<file path="src/rtl/res_uart_tx_pkg.sv">
// Shared constants and FSM encoding for the response-path UART transmitter.
package res_uart_tx_pkg;

  typedef logic [1:0] state_t;

  localparam state_t ST_IDLE = 2'd0;
  localparam state_t ST_POP  = 2'd1;
  localparam state_t ST_CAPT = 2'd2;
  localparam state_t ST_SEND = 2'd3;

  localparam int   FRAME_BITS = 10;
  localparam logic START_LVL  = 1'b0;
  localparam logic STOP_LVL   = 1'b1;
  localparam logic IDLE_LVL   = 1'b1;

endpackage

</file>
<file path="src/rtl/uart_tx_core.sv">
// Byte-level 8N1 serialiser; done_o marks the final stop-bit cycle so a new
// start_i on that cycle yields back-to-back frames.
module uart_tx_core
  import res_uart_tx_pkg::*;
#(
  parameter int CLKS_PER_BIT = 868
) (
  input  logic       clk_i,
  input  logic       rst_i,
  input  logic       start_i,
  input  logic [7:0] byte_i,
  output logic       tx_o,
  output logic       done_o
);

  localparam int             CW       = $clog2(CLKS_PER_BIT);
  localparam logic [CW-1:0]  CNT_TC   = CW'(CLKS_PER_BIT - 1);
  localparam logic [3:0]     LAST_BIT = 4'(FRAME_BITS - 1);

  logic          active_q, active_d;
  logic [3:0]    bit_q, bit_d;
  logic [CW-1:0] cnt_q, cnt_d;
  logic [7:0]    sh_q, sh_d;
  logic          tx_q, tx_d;

  assign done_o = active_q && (bit_q == LAST_BIT) && (cnt_q == '0);
  assign tx_o   = tx_q;

  // Bit timer counts down; each terminal count advances to the next frame bit.
  always_comb begin
    active_d = active_q;
    bit_d    = bit_q;
    cnt_d    = cnt_q;
    sh_d     = sh_q;
    tx_d     = tx_q;
    if (start_i) begin
      active_d = 1'b1;
      bit_d    = 4'd0;
      cnt_d    = CNT_TC;
      sh_d     = byte_i;
      tx_d     = START_LVL;
    end else if (active_q) begin
      if (cnt_q != '0) begin
        cnt_d = cnt_q - 1'b1;
      end else if (bit_q == LAST_BIT) begin
        active_d = 1'b0;
        bit_d    = 4'd0;
        tx_d     = IDLE_LVL;
      end else begin
        bit_d = bit_q + 4'd1;
        cnt_d = CNT_TC;
        if (bit_q == 4'd8) begin
          tx_d = STOP_LVL;
        end else begin
          tx_d = sh_q[0];
          sh_d = {1'b0, sh_q[7:1]};
        end
      end
    end
  end

  always_ff @(posedge clk_i or posedge rst_i) begin
    if (rst_i) begin
      active_q <= 1'b0;
      bit_q    <= 4'd0;
      cnt_q    <= '0;
      sh_q     <= 8'd0;
      tx_q     <= IDLE_LVL;
    end else begin
      active_q <= active_d;
      bit_q    <= bit_d;
      cnt_q    <= cnt_d;
      sh_q     <= sh_d;
      tx_q     <= tx_d;
    end
  end

endmodule

</file>
<file path="src/rtl/res_uart_tx.sv">
// Pops response words from the FIFO and sends them MSB byte first as 8N1 frames.
// Define RES_UART_TX_CHECKSUM_EN to append an XOR-of-bytes frame to every word.
module res_uart_tx
  import res_uart_tx_pkg::*;
#(
  parameter int WIDTH        = 32,
  parameter int CLKS_PER_BIT = 868
) (
  input  logic             rclk,
  input  logic             r_reset,
  input  logic             eflag,
  input  logic [WIDTH-1:0] rdata,
  output logic             ren,
  output logic             tx,
  output logic             busy
);

  localparam int BYTES = WIDTH / 8;
  localparam int IW    = $clog2(BYTES + 1);
`ifdef RES_UART_TX_CHECKSUM_EN
  localparam int LAST  = BYTES;
`else
  localparam int LAST  = BYTES - 1;
`endif

  state_t           state_q, state_d;
  logic             ren_q, ren_d;
  logic [WIDTH-1:0] word_q, word_d;
  logic [IW-1:0]    idx_q, idx_d;
  logic [IW-1:0]    nidx;
  logic [WIDTH-1:0] word_shift;
  logic             start;
  logic [7:0]       byte_sel;
  logic             done;
`ifdef RES_UART_TX_CHECKSUM_EN
  logic [7:0]       csum_q, csum_d;
`endif

  assign ren  = ren_q;
  assign busy = (state_q != ST_IDLE);

  always_comb begin
    state_d    = state_q;
    ren_d      = 1'b0;
    word_d     = word_q;
    idx_d      = idx_q;
    start      = 1'b0;
    nidx       = idx_q + 1'b1;
    word_shift = word_q << {nidx, 3'b000};
    byte_sel   = rdata[WIDTH-1 -: 8];
`ifdef RES_UART_TX_CHECKSUM_EN
    csum_d     = csum_q;
`endif
    case (state_q)
      ST_IDLE: begin
        if (!eflag) begin
          state_d = ST_POP;
          ren_d   = 1'b1;
        end
      end
      ST_POP: state_d = ST_CAPT;
      ST_CAPT: begin
        // First byte goes straight from rdata so its start bit follows capture.
        word_d   = rdata;
        idx_d    = '0;
        start    = 1'b1;
        byte_sel = rdata[WIDTH-1 -: 8];
`ifdef RES_UART_TX_CHECKSUM_EN
        csum_d   = rdata[WIDTH-1 -: 8];
`endif
        state_d  = ST_SEND;
      end
      ST_SEND: begin
        if (done) begin
          if (idx_q == IW'(LAST)) begin
            idx_d   = '0;
            state_d = ST_IDLE;
          end else begin
            idx_d    = nidx;
            start    = 1'b1;
            byte_sel = word_shift[WIDTH-1 -: 8];
`ifdef RES_UART_TX_CHECKSUM_EN
            if (nidx == IW'(BYTES)) byte_sel = csum_q;
            else                    csum_d   = csum_q ^ word_shift[WIDTH-1 -: 8];
`endif
          end
        end
      end
      default: state_d = ST_IDLE;
    endcase
  end

  always_ff @(posedge rclk or posedge r_reset) begin
    if (r_reset) begin
      state_q <= ST_IDLE;
      ren_q   <= 1'b0;
      word_q  <= '0;
      idx_q   <= '0;
`ifdef RES_UART_TX_CHECKSUM_EN
      csum_q  <= 8'd0;
`endif
    end else begin
      state_q <= state_d;
      ren_q   <= ren_d;
      word_q  <= word_d;
      idx_q   <= idx_d;
`ifdef RES_UART_TX_CHECKSUM_EN
      csum_q  <= csum_d;
`endif
    end
  end

  uart_tx_core #(
    .CLKS_PER_BIT(CLKS_PER_BIT)
  ) u_core (
    .clk_i  (rclk),
    .rst_i  (r_reset),
    .start_i(start),
    .byte_i (byte_sel),
    .tx_o   (tx),
    .done_o (done)
  );

endmodule

</file>
<file path="config.mk">
export PLATFORM = sky130hd
export DESIGN_NAME = res_uart_tx
export DESIGN_NICKNAME = d
export VERILOG_FILES = /design/src/rtl/res_uart_tx_pkg.sv /design/src/rtl/uart_tx_core.sv /design/src/rtl/res_uart_tx.sv
export SDC_FILE = /design/constraint.sdc
export NUM_CORES = 1
export LEC_CHECK = 0
export CORE_MARGIN = 3
export CORE_UTILIZATION = 30
export CTS_CLUSTER_DIAMETER = 60
export DETAILED_ROUTE_END_ITERATION = 10
export DONT_BUFFER_PORTS = 1
export GPL_TIMING_DRIVEN = 0
export PLACE_DENSITY = 0.4
export RECOVER_POWER = 100
export SYNTH_ARGS = -nofsm -noshare
export SYNTH_HDL_FRONTEND = slang
export SYNTH_SLANG_ARGS = --single-unit
</file>
<file path="constraint.sdc">
create_clock -name rclk -period 2.4 [get_ports rclk]
set_clock_uncertainty 0.1 [all_clocks]
set_input_delay 0.48 -clock rclk [delete_from_list [all_inputs] [get_ports rclk]]
set_output_delay 0.48 -clock rclk [all_outputs]
set_load 0.05 [all_outputs]
</file>
== After elaboration in Yosys (flattened, before gate mapping) ==
Index checks and enable logic that the tools add are counted.
Word-level totals
  bits in registers: 62
  input port bits: 35
  output and inout port bits: 3
  logic and storage cells: 76
Operators by class
  add/subtract/negate cells: 3
  equal/unequal tests: 13
  shifts and indexed selects: 1
  mux-type cells: 37
  reduce and logical (&&, ||, !) cells: 13
Operators by type and width (number)
  8-bit 2-to-1 mux: 8
  10-bit 2-to-1 mux: 4
  32-bit by 6-bit left shift with 32-bit output: 1
  4-bit 2-to-1 mux: 4
  1-bit 2-to-1 mux: 13
  2-bit inequality test, second input constant: 6
  10-bit zero test: 1
  10-bit nonzero test: 1
  10-bit by 1-bit subtractor with 10-bit output, second input constant: 1
  4-bit == test, second input constant: 2
  2-bit one-hot mux with 4 select lines: 1
  2-bit 2-to-1 mux: 3
  3-bit 2-to-1 mux: 2
  3-bit one-hot mux with 2 select lines: 1
  2-bit AND reduction: 3
  2-bit nonzero test: 3
  4-bit by 1-bit adder with 4-bit output, second input constant: 1
  2-bit == test, second input constant: 2
  4-bit AND reduction: 1
  3-bit by 1-bit adder with 3-bit output, second input constant: 1
  3-bit by 2-bit == test with 1-bit output, second input constant: 1
  3-bit inequality test, second input constant: 1
  3-bit AND reduction: 1
  2-bit by 1-bit == test with 1-bit output, second input constant: 1
  other kinds (3): 4

== Depth between registers and ports, before layout ==
  depth after elaboration: 7
  mapped depth: 9
  mapped depth without buffers: 7

== Cells and area by module ==
From an unflattened synthesis, not the netlist that was laid out.
Unflattened totals
  cell total of the unflattened synthesis: 270
  area, all modules: 3156.8 um^2
By module, submodules not included
  res_uart_tx: instances 1, cells an instance 125, area each 1835.5 um^2, sequential area each 950.9 um^2
  uart_tx_core: instances 1, cells an instance 145, area each 1321.3 um^2, sequential area each 601.8 um^2

== Worst setup path before layout ==
Ideal clock, no wire load.
  path kind: register to register
  from: register u_core.cnt_q[0]
  to: register u_core.sh_q[0]
  library setup time: 128 ps
  data arrival time: 1826 ps
  data required time: 2172 ps
  slack: 346 ps
  stages on the path, launching flop included: 10
  path buffers: 2
  period minus slack after synthesis: 2054 ps
  path through: dfrtp_1 inv_1 ha_1 nor4b_4 nand3_4 or3_1 buf_2 buf_6 a21oi_2 a31oi_1
Between the ends
  cells in the longest elaborated chain, start to end: 6
  elaborated cells on any way between the ends: 13
  classes of those cells: 3 x eq/ne; 5 x mux; 5 x reduce/logical
Ends and longest elaborated chain
  start, declared: RTL line uart_tx_core.sv:22  | logic [CW-1:0] cnt_q, cnt_d;
  start signal, assigned: RTL line uart_tx_core.sv:72  | cnt_q <= cnt_d;
  10-bit zero test: RTL line uart_tx_core.sv:26  | assign done_o = active_q && (bit_q == LAST_BIT) && (cnt_q == '0);
  1-bit logical AND: RTL line uart_tx_core.sv:26
  1-bit 2-to-1 mux: RTL line res_uart_tx.sv:74  | if (done) begin
  1-bit one-hot mux with 2 select lines: RTL line res_uart_tx.sv:54  | case (state_q)
  2-bit inequality test (no line) / 2-bit nonzero test (equally long branches)
  4-bit AND reduction (no line)
  end signal, assigned: RTL line uart_tx_core.sv:67  | sh_q <= 8'd0;
  end signal, assigned: RTL line uart_tx_core.sv:73  | sh_q <= sh_d;
  end, declared: RTL line uart_tx_core.sv:23  | logic [7:0] sh_q, sh_d;
Parallel ways exist; a longest one is shown, timed or not.
A chain may end at the register's enable or synchronous reset.

== Worst setup path in the final report ==
  from: register u_core.active_q
  to: register u_core.sh_q[0]
Between the ends
  cells in the longest elaborated chain, start to end: 6
  elaborated cells on any way between the ends: 12
  classes of those cells: 3 x eq/ne; 5 x mux; 4 x reduce/logical
Ends and longest elaborated chain
  start, declared: RTL line uart_tx_core.sv:20  | logic active_q, active_d;
  start signal, assigned: RTL line uart_tx_core.sv:70  | active_q <= active_d;
  1-bit logical AND (2 in a row): RTL line uart_tx_core.sv:26
  1-bit 2-to-1 mux: RTL line res_uart_tx.sv:74
  1-bit one-hot mux with 2 select lines: RTL line res_uart_tx.sv:54
  2-bit inequality test (no line) / 2-bit nonzero test (equally long branches)
  4-bit AND reduction (no line)
Parallel ways exist; a longest one is shown, timed or not.

==> flow_summary.json <==
{
  "viasPerCell": 5.11,
  "critPathLaunchType": "flop",
  "wire_per_inst_um": 17.8,
  "outcome": "complete, no violations",
  "die_w_um": 109,
  "yosysMostFrequentCell": "dfrtp_1",
  "use_met3": 0.0487,
  "globalRouteTotalUtil": 0.141,
  "drv_slew": 0,
  "fin_crit_ns": 2.22,
  "reg2reg_depth": 8,
  "cts_made_buffers": 9,
  "whs_path_depth": 1,
  "ctsLongestPathBuffers": 2,
  "dp.final_hpwl_mm": 5.10,
  "synth-seq-cells": 62,
  "met2_usage": 0.194,
  "synth.top_cells.by_area": "dfrtp_1 (48%), mux2_2 (12%), mux4_2 (5.6%)",
  "dieArea_um2": 12000,
  "pwr-share-clk": 0.441,
  "rsz0062_at_grt": "no",
  "syn_nets": 321,
  "r2r_slack_ns": 0.18,
  "drive_gt1_frac": 0.254,
  "final_core_util": 0.346,
  "slowest_stage": "nor3b_4",
  "grt_pass1_wl_mm": 12.8,
  "tritoncts": "built",
  "required_ns": 2.52,
  "end_kind": "flop",
  "coreArea_um2": 10400,
  "ant_nets": 0,
  "use_met1": 0.208,
  "drt_pass1_iterations": 4,
  "hold_buffers": 0,
  "path_cells": "clkbuf_2 -> nor3b_4 -> nand3_4 -> or3_1 -> clkbuf_2 -> buf_6 -> a21oi_1 -> a31oi_1",
  "clk_pin_slew_worst_paths_ns": 0.07,
  "drc": 0,
  "hold_path.startpoint": "eflag",
  "via_count": 2183,
  "worst-path-buf-inv": 3,
  "p_per_area_nw_per_um2": 580,
  "grt-ovfl-total": 0,
  "path_class": "reg -> reg",
  "die_h_um": 109,
  "initial_core_util": 0.310,
  "row_count": 37,
  "slew_headroom": 0.0939,
  "fill_cells": 1094,
  "setup_ws_ns": 0.177,
  "synth_cell_types": 45,
  "min_to": "ren$_DFF_PP0_",
  "crit_fanout": 10,
  "yosysWarnings": 0,
  "avgSynthCellArea_um2": 11.7,
  "drtIter0Drc": 127,
  "synthTopCellsByCount": "dfrtp_1 (61), mux2_2 (34), nor2_1 (16), a21oi_1 (15), nand2_1 (14)",
  "syn_to_final_growth_pct": 11.6,
  "max_stage_delay_ns": 0.42,
  "peakVddDrop_mv": 0.236,
  "power.switching_mw": 0.490,
  "timing.final.crit_share": 0.926,
  "setup_tns_ns": 0,
  "combinationalPowerShare": 0.032,
  "static-leakage-power_nw": 1.46,
  "drv_cap": 0,
  "pre_cts_slack_ns": -0.0463,
  "fin_nets": 333,
  "yosysTopAreaCell": "dfrtp_1",
  "worst_slew_pin_slew_ns": 1.36,
  "synthesis.area_um2": 3210,
  "p_int_mw": 1.59,
  "grt_max_degree": 63,
  "yosysTopAreaCellShare": 0.475,
  "synthFlopType": "dfrtp_1",
  "finalHoldViolations": 0,
  "htreeDepth": 3,
  "path_common_cell": "clkbuf_2",
  "r2r-start": "u_core.active_q$_DFF_PP0_",
  "swShare": 0.235,
  "diodes": 0,
  "busiest_layer": "met1",
  "insertion_delay_ns": 0.34,
  "antenna_found_initial": 0,
  "async_flop_share": 1.00,
  "synth-edff-count": 0,
  "fmax_mhz": 450,
  "port_buffers": 0,
  "r2r_end": "u_core.sh_q[0]$_DFFE_PP0P_",
  "crit_family": "simple AND/OR/NAND/NOR gates",
  "gp_congestion": 0.724,
  "hp-class": "in -> reg",
  "power_frac_seq": 0.527,
  "cts.sinks": 62,
  "io_pins": 38,
  "cts_root_buffer": "clkbuf_8",
  "syn_inst": 274,
  "worstPathArrival_ns": 2.34,
  "grt_pass1_vias": 2316,
  "drt-total-wl_mm": 7.60,
  "final-setup-viol-count": 0,
  "yosysSeqAreaShare": 0.483
}
-- final cells by class --
| class | count | area [um2] | share of cell area |
|---|---|---|---|
| flip-flops and latches | 62 | 1550 | 0.433 |
| clock buffers | 10 | 128 | 0.0356 |
| repair buffers | 2 | 15.0 | 0.00419 |
| multi-input cells | 184 | 1540 | 0.429 |
| inverters | 13 | 48.8 | 0.0136 |
| clock inverters | 6 | 61.3 | 0.0171 |
| well taps | 136 | 170 | 0.0474 |
| plain buffers | 14 | 71.3 | 0.0199 |
-- cells by family after synthesis --
kind of cell | count (synthesis) | synth area share
DFF | 62 | 0.483
and+or+nand+nor | 75 | 0.136
adders and majority gates | 12 | 0.0467
AOI/OAI and AO/OA | 51 | 0.108
muxes | 46 | 0.188
buffers and inverters | 28 | 0.0382
-- cells in the final DEF, fill, tap and decap left out, drive strengths merged, types with 2 or more instances in the layout --
cell,count
a21oi,18
nand2,15
buf,7
or3,3
a21boi,2
a32oi,7
mux2,35
a31oi,7
clkbuf,19
nand3,9
nor2,16
nand2b,6
o21ai,6
inv,14
nor3,7
mux2i,3
nor4,3
clkinv,3
ha,12
nand3b,9
dfrtp,61
a22o,2
mux4,8
and3,2
a22oi,2
o2111ai,2
nor3b,2
-- power groups by stage --
| stage | sequential [mW] | combinational, mW | clock, mW |
|---|---|---|---|
| final | 1.10 | 0.0659 | 0.918 |
| after floorplan | 1.11 | 0.0568 | 0 |
| after global placement | 1.12 | 0.0677 | 0 |
| after CTS | 1.10 | 0.0692 | 0.951 |
| after detailed placement | 1.12 | 0.0692 | 0 |
| after global routing | 1.10 | 0.0758 | 0.995 |
-- metal layers --
layer | up-vias | wire (um)
li1 | 1030 | -
met1 | 1107 | 3870
met2 | 40 | 3240
met3 | 6 | 415
met4 | 0 | 69
met5 | - | 0
-- sequential cells by signal (all words and copies together), names as in the netlist --
signal,cells
u_core.sh_q,8
u_core.bit_q,4
word_q,32
state_q,2
ren,1
u_core.active_q,1
u_core.tx_o,1
u_core.cnt_q,10
idx_q,3
-- per-stage QoR --
stage,hold slack [ns],area [um2],cells,power [mW]
6_report,0.100,3590,427,2.08
5_1_grt,0.0761,3590,427,2.17
4_1_cts,0.0830,3590,428,2.12
3_5_place_dp,0.394,3390,410,1.19
3_3_place_gp,0.387,3380,410,1.18
2_1_floorplan,0.375,3210,274,1.17
-- how the worst max path moves through the flow --
stage | from | cells after the start | end
floorplan | r_reset | 1 | idx_q[0]$_DFFE_PP0P_
global placement | r_reset | 1 | word_q[4]$_DFFE_PP0P_
detailed placement | state_q[0]$_DFFE_PP0P_ | 5 | word_q[26]$_DFFE_PP0P_
CTS | idx_q[0]$_DFFE_PP0P_ | 5 | u_core.sh_q[6]$_DFFE_PP0P_
global route | u_core.active_q$_DFF_PP0_ | 8 | u_core.sh_q[0]$_DFFE_PP0P_
finish | u_core.active_q$_DFF_PP0_ | 8 | u_core.sh_q[0]$_DFFE_PP0P_
-- what timing repair did --
item | 4_1_cts | 5_1_grt
hold endpoints to repair | 0 | 0
setup endpoints to repair | 8 | 12
setup buffers | 2 | 0
resized for setup | 1 | 1
Note: power is estimated with default switching activity, not from simulation.
